<file path="config.mk">
export PLATFORM = sky130hd
export DESIGN_NAME = grf_wport_arbiter
export DESIGN_NICKNAME = d
export VERILOG_FILES = /design/src/rtl/cpu_defs.sv /design/src/rtl/grf_wport_arbiter_scoreboard.sv /design/src/rtl/grf_wport_arbiter.sv
export SDC_FILE = /design/constraint.sdc
export NUM_CORES = 1
export LEC_CHECK = 0
export CAP_MARGIN = 5
export CORE_MARGIN = 2
export CORE_UTILIZATION = 40
export DETAILED_ROUTE_END_ITERATION = 10
export GPL_TIMING_DRIVEN = 1
export PLACE_DENSITY = 0.78
export SLEW_MARGIN = 10
export SYNTH_ARGS = -nofsm -noshare
export SYNTH_HDL_FRONTEND = slang
export SYNTH_SLANG_ARGS = --single-unit
</file>
<file path="constraint.sdc">
create_clock -name clk -period 3.6 [get_ports clk]
set_input_delay 1.08 -clock clk [delete_from_list [all_inputs] [get_ports clk]]
set_output_delay 1.08 -clock clk [all_outputs]
set_load 0.05 [all_outputs]
</file>
<file path="src/rtl/cpu_defs.sv">
// Shared CPU definitions: datapath widths, register count and the GRF write-port
// arbiter state encoding.
package cpu_defs;

    localparam int DATA_W   = 32;
    localparam int REG_AW   = 5;
    localparam int NUM_REGS = 32;

    typedef enum logic {
        PRIO_A  = 1'b0,
        FORCE_B = 1'b1
    } arb_state_t;

endpackage

</file>
<file path="src/rtl/grf_wport_arbiter_scoreboard.sv">
// Busy scoreboard for MDU results in flight: issue sets a bit, the B-port grant
// clears it, and a set wins over a clear to the same register in the same cycle.
module grf_scoreboard
    import cpu_defs::NUM_REGS;
#(
    parameter int REG_AW = cpu_defs::REG_AW
) (
    input  logic                clk,
    input  logic                reset,
    input  logic                iss_valid,
    input  logic [REG_AW-1:0]   iss_reg,
    input  logic                clr_en,
    input  logic [REG_AW-1:0]   clr_reg,
    output logic                iss_ready,
    output logic [NUM_REGS-1:0] busy
);

    logic [NUM_REGS-1:0] set_mask;
    logic [NUM_REGS-1:0] clr_mask;
    logic [NUM_REGS-1:0] busy_next;

    assign iss_ready = ~busy[iss_reg];

    always_comb begin
        set_mask = '0;
        clr_mask = '0;
        // $0 is hardwired to zero, so an issue to it never tracks a pending result.
        if (iss_valid && iss_ready && (iss_reg != '0))
            set_mask[iss_reg] = 1'b1;
        if (clr_en)
            clr_mask[clr_reg] = 1'b1;
        busy_next    = (busy & ~clr_mask) | set_mask;
        busy_next[0] = 1'b0;
    end

    always_ff @(posedge clk or negedge reset) begin
        if (!reset)
            busy <= '0;
        else
            busy <= busy_next;
    end

endmodule

</file>
<file path="src/rtl/grf_wport_arbiter.sv">
// Arbitrates the single GRF write port between WB (port A, default priority) and
// the MDU result (port B, forced after STARVE_MAX lost cycles); registers the winner.
module grf_wport_arbiter
    import cpu_defs::NUM_REGS;
    import cpu_defs::arb_state_t;
    import cpu_defs::PRIO_A;
    import cpu_defs::FORCE_B;
#(
    parameter int DATA_W     = cpu_defs::DATA_W,
    parameter int REG_AW     = cpu_defs::REG_AW,
    parameter int STARVE_MAX = 4
) (
    input  logic                clk,
    input  logic                reset,
    input  logic                a_valid,
    output logic                a_ready,
    input  logic [REG_AW-1:0]   a_reg,
    input  logic [DATA_W-1:0]   a_data,
    input  logic [DATA_W-1:0]   a_pc,
    input  logic                b_valid,
    output logic                b_ready,
    input  logic [REG_AW-1:0]   b_reg,
    input  logic [DATA_W-1:0]   b_data,
    input  logic [DATA_W-1:0]   b_pc,
    input  logic                iss_valid,
    input  logic [REG_AW-1:0]   iss_reg,
    output logic                iss_ready,
    output logic [NUM_REGS-1:0] busy,
    output logic                w_en,
    output logic [REG_AW-1:0]   w_reg,
    output logic [DATA_W-1:0]   w_data,
    output logic [DATA_W-1:0]   w_pc,
    output logic                arb_state
);

    // Handshake: a request transfers in the cycle its valid and ready are both high;
    // ready is combinational from valid and arbiter state, and valid must not depend on ready.

    localparam int CW = $clog2(STARVE_MAX + 1);
    localparam logic [CW-1:0] STARVE_LIM = CW'(STARVE_MAX);

    arb_state_t    state, state_next;
    logic [CW-1:0] starve_cnt, starve_next;
    logic          grant_a, grant_b;

    assign arb_state = state;
    assign a_ready   = grant_a;
    assign b_ready   = grant_b;

    always_comb begin
        grant_a     = 1'b0;
        grant_b     = 1'b0;
        state_next  = state;
        starve_next = starve_cnt;

        case (state)
            PRIO_A: begin
                if (a_valid)
                    grant_a = 1'b1;
                else if (b_valid)
                    grant_b = 1'b1;
            end
            FORCE_B: begin
                // A withdrawn B request leaves nothing to force, so A is served again.
                if (b_valid)
                    grant_b = 1'b1;
                else if (a_valid)
                    grant_a = 1'b1;
            end
            default: ;
        endcase

        if (grant_b || !b_valid)
            starve_next = '0;
        else if (starve_cnt < STARVE_LIM)
            starve_next = starve_cnt + CW'(1);

        if (starve_next == STARVE_LIM)
            state_next = FORCE_B;
        else
            state_next = PRIO_A;
    end

    always_ff @(posedge clk or negedge reset) begin
        if (!reset) begin
            state      <= PRIO_A;
            starve_cnt <= '0;
        end else begin
            state      <= state_next;
            starve_cnt <= starve_next;
        end
    end

    always_ff @(posedge clk or negedge reset) begin
        if (!reset) begin
            w_en   <= 1'b0;
            w_reg  <= '0;
            w_data <= '0;
            w_pc   <= '0;
        end else begin
            w_en <= grant_a | grant_b;
            if (grant_a) begin
                w_reg  <= a_reg;
                w_data <= a_data;
                w_pc   <= a_pc;
            end else if (grant_b) begin
                w_reg  <= b_reg;
                w_data <= b_data;
                w_pc   <= b_pc;
            end
        end
    end

    grf_scoreboard #(
        .REG_AW (REG_AW)
    ) u_scoreboard (
        .clk       (clk),
        .reset     (reset),
        .iss_valid (iss_valid),
        .iss_reg   (iss_reg),
        .clr_en    (grant_b),
        .clr_reg   (b_reg),
        .iss_ready (iss_ready),
        .busy      (busy)
    );

endmodule

</file>
==> results of run 1 <==
==> per-stage QoR <==
| stage | std cells | setup WS (ns) |
|---|---|---|
| 2_1_floorplan | 552 | -0.0922 |
| 3_3_place_gp | 953 | -0.513 |
| 3_5_place_dp | 953 | -0.497 |
| 4_1_cts | 971 | -0.0233 |
| 5_1_grt | 971 | 0.0179 |
| 6_report | 971 | 0.0632 |
==> layout by cell type, fill, tap and decap left out, types with 4 or more instances in the layout <==
| cell | count |
|---|---|
| clkdlybuf4s50_1 | 241 |
| nor2_1 | 149 |
| dfrtp_1 | 105 |
| o22ai_1 | 70 |
| mux2_2 | 69 |
| o21ai_0 | 54 |
| buf_4 | 17 |
| clkbuf_16 | 9 |
| nand3b_1 | 7 |
| o31ai_1 | 7 |
| mux2i_1 | 6 |
| nand2_1 | 5 |
| mux4_2 | 5 |
| buf_12 | 4 |
==> power by group through the flow <==
stage	logic, mW	clock network (mW)	registers, mW
after CTS	1.67	1.09	1.49
after global placement	1.62	0	1.50
after floorplan	0.384	0	2.08
after detailed placement	1.65	0	1.51
final	1.67	1.06	1.50
after global routing	1.76	1.13	1.51
==> worst max-delay path, delay by kind of cell <==
| kind | cells | cell delay (ns) |
|---|---|---|
| and+or+nand+nor | 2 | 0.38 |
| buffers and inverters | 2 | 0.28 |
| muxes | 2 | 0.71 |
==> worst max-delay path by stage <==
stage	slack, ns	startpoint	to
after global routing	0.02	iss_reg[0]	iss_ready
after detailed placement	-0.50	iss_reg[0]	iss_ready
after global placement	-0.51	iss_reg[0]	iss_ready
after CTS	-0.02	iss_reg[0]	iss_ready
after floorplan	-0.09	iss_reg[0]	iss_ready
final	0.06	iss_reg[0]	iss_ready
==> area by class of cell <==
cell class | instances | share of cell area
repair buffers | 267 | 0.314
multi-input cells | 404 | 0.311
flip-flops and latches | 105 | 0.310
well taps | 176 | 0.0260
clock inverters | 4 | 0.00901
inverters | 2 | 0.000886
diodes | 1 | 0.000295
clock buffers | 12 | 0.0291
==> per-layer routing <==
metal	vias to the layer above	track usage	share of wire	wire [um]
li1	2448	-	-	-
met1	2555	0.294	0.38	6800
met2	250	0.425	0.50	8820
met3	42	0.0703	0.085	1500
met4	0	0.109	0.032	575
met5	-	0	0	0
==> synth_stat cells (2+ instances only) <==
cell      number  area share
nand2b_1       3      0.0035
mux4_2         4       0.017
o21ai_0       54       0.050
dfrtp_1      105        0.48
nand4b_1       2      0.0032
nand2_1        7      0.0048
nand3_1        3      0.0028
nor2_1       149        0.10
mux4_1         2      0.0097
mux2i_1        6       0.011
clkbuf_1      24       0.017
or3_1          4      0.0046
inv_1          2      0.0014
o22ai_1       70       0.081
nand3b_1       7      0.0097
mux2_2        69        0.14
o31ai_1        7      0.0097
buf_1          7      0.0048
buf_2          7      0.0065
or3b_1         2      0.0032
==> logic make-up (layout without fill, tap and decap cells) <==
family | after synthesis | in the layout
AOI/OAI and AO/OA | 135 | 135
xor gates and xnor gates | 1 | 1
adders and majority gates | 1 | 1
buffers and inverters | 43 | 285
DFF | 105 | 105
muxes | 81 | 81
other | 1 | 2
and+or+nand+nor | 185 | 185
==> what timing repair did <==
action	in CTS	in global routing
pin swaps	4	2
resized for setup	14	5
hold endpoints to repair	0	0
hold buffers	0	0
buffers inserted	2	1
endpoints found under the setup margin	1	1
==> metrics.txt, run 1 <==
worst slew pin tran 0.844 ns; Synth Register Bits 105; Via Count 5295; post-layout power 4.23 mW; WP data required 2.52 ns; P&R area growth vs syn 56.2%; area of the multi-input gates 0.00263 mm^2; DR WL/cell 18.2 um; Net Sw Power 1.58 mW; Main synth FF type dfrtp_1; Initial Util 0.410; largest family of logic cells by synthesized area multiplexers; hold depth 2; Leak 3.35 nW; complex-gate fraction of the synthesized area 0.147; Setup Skew about 0.0059 ns; share of cells above drive strength 1 0.154; detailed-placement wirelength estimate 12.8 mm; cell row count 42; CORE AREA 0.0132 mm^2; die area 0.0145 mm^2; gp weighted congestion 0.890; first-pass GRT wire length 28.6 mm; FFs w/ async S/R, synth 1.00; clk sink count 105; Clock Pin Slew Worst Setup and Hold Paths ~0.06 ns; Worst EP arrival 2.46 ns; Final Max Slew Viols 0; post-route minimum period 3.54 ns; Hold EP u_scoreboard.busy[6]$_DFF_PN0_; r2r setup slk 1.82 ns; Relative slew margins 0.437; FF-to-FF End u_scoreboard.busy[26]$_DFF_PN0_; setup violation total in the final timing report 0; beginning of the worst hold path u_scoreboard.busy[6]$_DFF_PN0_; CP Cell Sequence buf_12, mux4_1, mux2i_1, nor2_1, nor4_4, buf_12; Synth Area in XOR/XNOR 0.00161; DRC violation total after the first TritonRoute iteration 369; combinational group share of total power 0.394; total CTS buffers 9; Synth cell types 38; initial antenna violation count 1; Peak VDD IR 0.211 mV; Final TNS setup 0 ns; Die Y 120 um; CP Capture Type output port; largest net degree at the start of global routing 70; fmax 283 MHz; Int Pwr 2.65 mW; hold slack 0.558 ns; post-layout util 0.640; register area 0.00263 mm^2; syn_area_per_cell 9.83 um^2; CP Class in -> out; post-synthesis sequential area ratio 0.484; Net Sw Frac 0.374; Syn Std Cell Area 0.00543 mm^2; clock power share 0.252; die span in x 120 um; CP dominant cell by count buf_12; CTS Root Cell clkbuf_16; I/O pins 254; Placed Area 0.00812 mm^2; worst-path fanout max 7; number of synthesis warnings 0; maxcap violations 0; Hold WC Path Type reg -> reg; # port buffers 252; unrepaired setup endpoints after global routing false; status finished clean; Adder-Cell Fraction of Synth Area 0.00231; later-pin clock latency in the skew report 0.35 ns; H-tree depth 3; DRT Pass-1 Iters 4; number of synthesized flops with an enable pin 0; Startpoint Class primary input; sequential share of power 0.354; Via density 5.45; Tcrit/Tclk final 0.982; biggest regs w_data: 32 flops, w_pc: 32 flops, u_scoreboard.busy: 31 flops; DRC viols 0; Fillers 1083; Worst Reg-to-Reg Cells 4; Clock Path Buffers 2; Synth Area in Simple Gates 0.148; post-synth net total 701; Nets 938; post-synthesis cell count 552; CTS tree yes; Hold Violations, Final 0; RR Startpoint u_scoreboard.busy[27]$_DFF_PN0_; routed wire length approximately 18 mm; critical path's largest stage delay 0.57 ns; pwr dens between 400 and 500 mW/mm^2; total grt overflow 0; vias in the first global route 5738; GRT Util Overall 0.250; ANT nets after route 0; mux cell area share after synthesis 0.181; Post-Layout Inst Area 0.00847 mm^2; Slowest cell on crit path mux4_1
Power figures use the tool's default switching activity.
==> run 2, diff against run 1 <==
- CORE_MARGIN: 2 -> not set
- MAX_ROUTING_LAYER: not set -> met4
==> run 2 against run 1 <==
  * Fmax is 0.64% lower
  * Sequential power hardly changed
  * Critical path depth is 2 higher
  * Cell count is 0.21% higher
  * First-iteration DRC count is 0.54% higher
  * Flip-flop and latch count stayed put
  * Clock power is 9% lower
  * Non-clock buffer count is 4 higher
  * Clock skew hardly changed
  * Largest power group unchanged
  * Highest routed layer unchanged
==> metrics.txt, run 2 (synthesis results as in run 1) <==
status finished clean; later-pin clock latency in the skew report 0.35 ns (about the same); setup violation total in the final timing report 0 (unchanged); unrepaired setup endpoints after global routing true; DRC violation total after the first TritonRoute iteration 371 (+0.54%); sequential share of power 0.362 (+0.008); # diodes 0 (-1); Die Y 118 um (-1.7%); Via Count 5419 (+2.3%); I/O pins 254 (unchanged); CTS Root Cell clkbuf_16; Setup Skew 0.00596 ns (+0.0000520 ns); GRT Util Overall 0.268 (+0.0178); detailed-placement wirelength estimate 12.7 mm (-0.47%); total CTS buffers 9 (unchanged); Tcrit/Tclk final 0.989 (+0.00633); Startpoint Class primary input; DRC viols 0 (unchanged); Int Pwr 2.55 mW (-3.7%); Clock Path Buffers 2 (unchanged); Initial Util 0.410 (unchanged); post-layout power 4.13 mW (-2.2%); Hold EP u_scoreboard.busy[22]$_DFF_PN0_; RR Startpoint u_scoreboard.busy[28]$_DFF_PN0_; die area 0.0140 mm^2 (-3.3%); DR WL/cell 18.3 um (+0.47%); total grt overflow 0 (unchanged); Final WS setup 0.0404 ns (-0.0228 ns); CTS tree yes; WP data required 2.52 ns (about the same); combinational group share of total power 0.404 (+0.010); CP dominant cell by count buf_12; pwr dens 488 mW/mm^2 (-2.2%); Net Sw Frac 0.384 (+0.00958); Leak 3.36 nW (+0.54%); initial antenna violation count 0 (-1); gp weighted congestion 0.911 (+2.4%); ANT nets after route 0 (unchanged); commonest non-fill, non-tap cells in the layout clkdlybuf4s50_1, nor2_1, dfrtp_1; FF-to-FF End u_scoreboard.busy[31]$_DFF_PN0_; Net Sw Power 1.59 mW (+0.32%); biggest regs w_data: 32 flops, w_pc: 32 flops, u_scoreboard.busy: 31 flops; Via density 5.57 (+2.1%); DRT Pass-1 Iters 5 (+1); hold slack 0.552 ns (-0.00619 ns); routed wire length 17.8 mm (+0.68%); largest net degree at the start of global routing 70 (unchanged); P&R area growth vs syn 56.3% (about the same); CP Capture Type output port; CP Buf/Inv Count 4 (+2); Slowest cell on crit path nor4_4; worst slack at placement -0.556 ns (-0.0588 ns); beginning of the worst hold path u_scoreboard.busy[22]$_DFF_PN0_; Final TNS setup 0 ns (unchanged); number of hold buffers added after cts 0 (unchanged); first-pass GRT wire length 28.5 mm (-0.46%); r2r setup slk 1.91 ns (+0.09 ns); worst-path fanout max 5 (-2); Nets 942 (+0.43%); clock power share 0.234 (-0.018); most common cell after layout, fill and taps aside clkdlybuf4s50_1; Hold WC Path Type reg -> reg; Clock Pin Slew Worst Setup and Hold Paths 0.07 ns (about the same); Worst Reg-to-Reg Cells 7 (+3); # port buffers 252 (unchanged); Final Max Slew Viols 0 (unchanged); CP Cell Sequence buf_12, buf_8, buf_4, mux2i_1, o221ai_2, o21a_1, nor4_4, buf_12; CORE AREA 0.0132 mm^2 (unchanged); hold depth 2 (unchanged); fmax 281 MHz (-0.64%); Worst EP arrival 2.48 ns (+0.02 ns); Peak VDD IR 0.230 mV (+9.0%); post-route minimum period 3.56 ns (+0.0228 ns); maxcap violations 0 (unchanged); Relative slew margins 0.424 (-0.0128); delay-heaviest family, CP buffers and inverters; critical path's largest stage delay 0.34 ns (-0.23 ns); cell row count 42 (unchanged); worst slew pin tran 0.864 ns (+0.0192 ns); clk sink count 105 (unchanged); CP Class in -> out; vias in the first global route 5695 (-0.75%); share of cells above drive strength 1 0.161 (+0.00695); die span in x 118 um (-1.7%); Hold Violations, Final 0 (unchanged); H-tree depth 3 (unchanged)
## run 2: cell types whose count changed in the layout (fill, tap and decap cells not counted), moves of 2 or more
| cell | before | now |
|---|---|---|
| clkinv_2 | 0 | 3 |
| buf_4 | 17 | 19 |
| clkbuf_1 | 2 | 0 |
| dlygate4sd2_1 | 2 | 0 |
| dlymetal6s2s_1 | 1 | 3 |
## run 2: layout make-up
| class | instances | area (um^2) |
|---|---|---|
| inverter | 2 | 7.51 |
| clock inverter | 6 | 60.1 |
| timing repair buffer | 271 | 2710 |
| sequential | 105 | 2630 |
| tap | 176 | 220 |
| fill | 1065 | 4760 |
| multi-input combinational | 404 | 2630 |
| clock buffer | 9 | 225 |
## run 2: repair_timing
item | CTS | global route
pin swaps | 2 | 4
setup endpoints to repair | 1 | 1
gates resized for setup | 14 | 8
setup buffers | 1 | 1
## run 2: worst max-delay path by stage
| stage | cells past startpoint | start | end | slack (ns) |
|---|---|---|---|---|
| floorplan | 5 | iss_reg[0] | iss_ready | -0.09 |
| global placement | 7 | iss_reg[0] | iss_ready | -0.50 |
| detailed placement | 8 | iss_reg[0] | iss_ready | -0.56 |
| CTS | 6 | iss_reg[0] | iss_ready | -0.05 |
| global route | 8 | iss_reg[0] | iss_ready | -0.009 |
| finish | 8 | iss_reg[0] | iss_ready | 0.04 |
## run 2: worst min-delay path, delay by kind of cell, from the launching register on
family	cells	cell delay, ns
compound gates	2	0.15
flops	1	0.37
## run 2: through the flow
step | area (um^2) | instances | util
detailed placement | 8150 | 956 | 0.615
CTS | 8460 | 972 | 0.639
global route | 8480 | 973 | 0.640
global placement | 8150 | 956 | 0.615
finish | 8480 | 973 | 0.640
floorplan | 5440 | 552 | -
## run 2: metal layers
metal  vias up  GRT usage  routed length [um]
met2       266      0.458                9130
li1       2459          -                   -
met5         -          -                   0
met4         0      0.109                 431
met1      2664      0.305                6950
met3        30     0.0574                1310
## run 2: power by group through the flow
stage	sequential [mW]	clock (mW)	combinational [mW]
floorplan	2.08	0	0.384
global placement	1.50	0	1.62
detailed placement	1.51	0	1.66
CTS	1.49	0.989	1.67
global route	1.51	1.03	1.75
finish	1.50	0.969	1.67
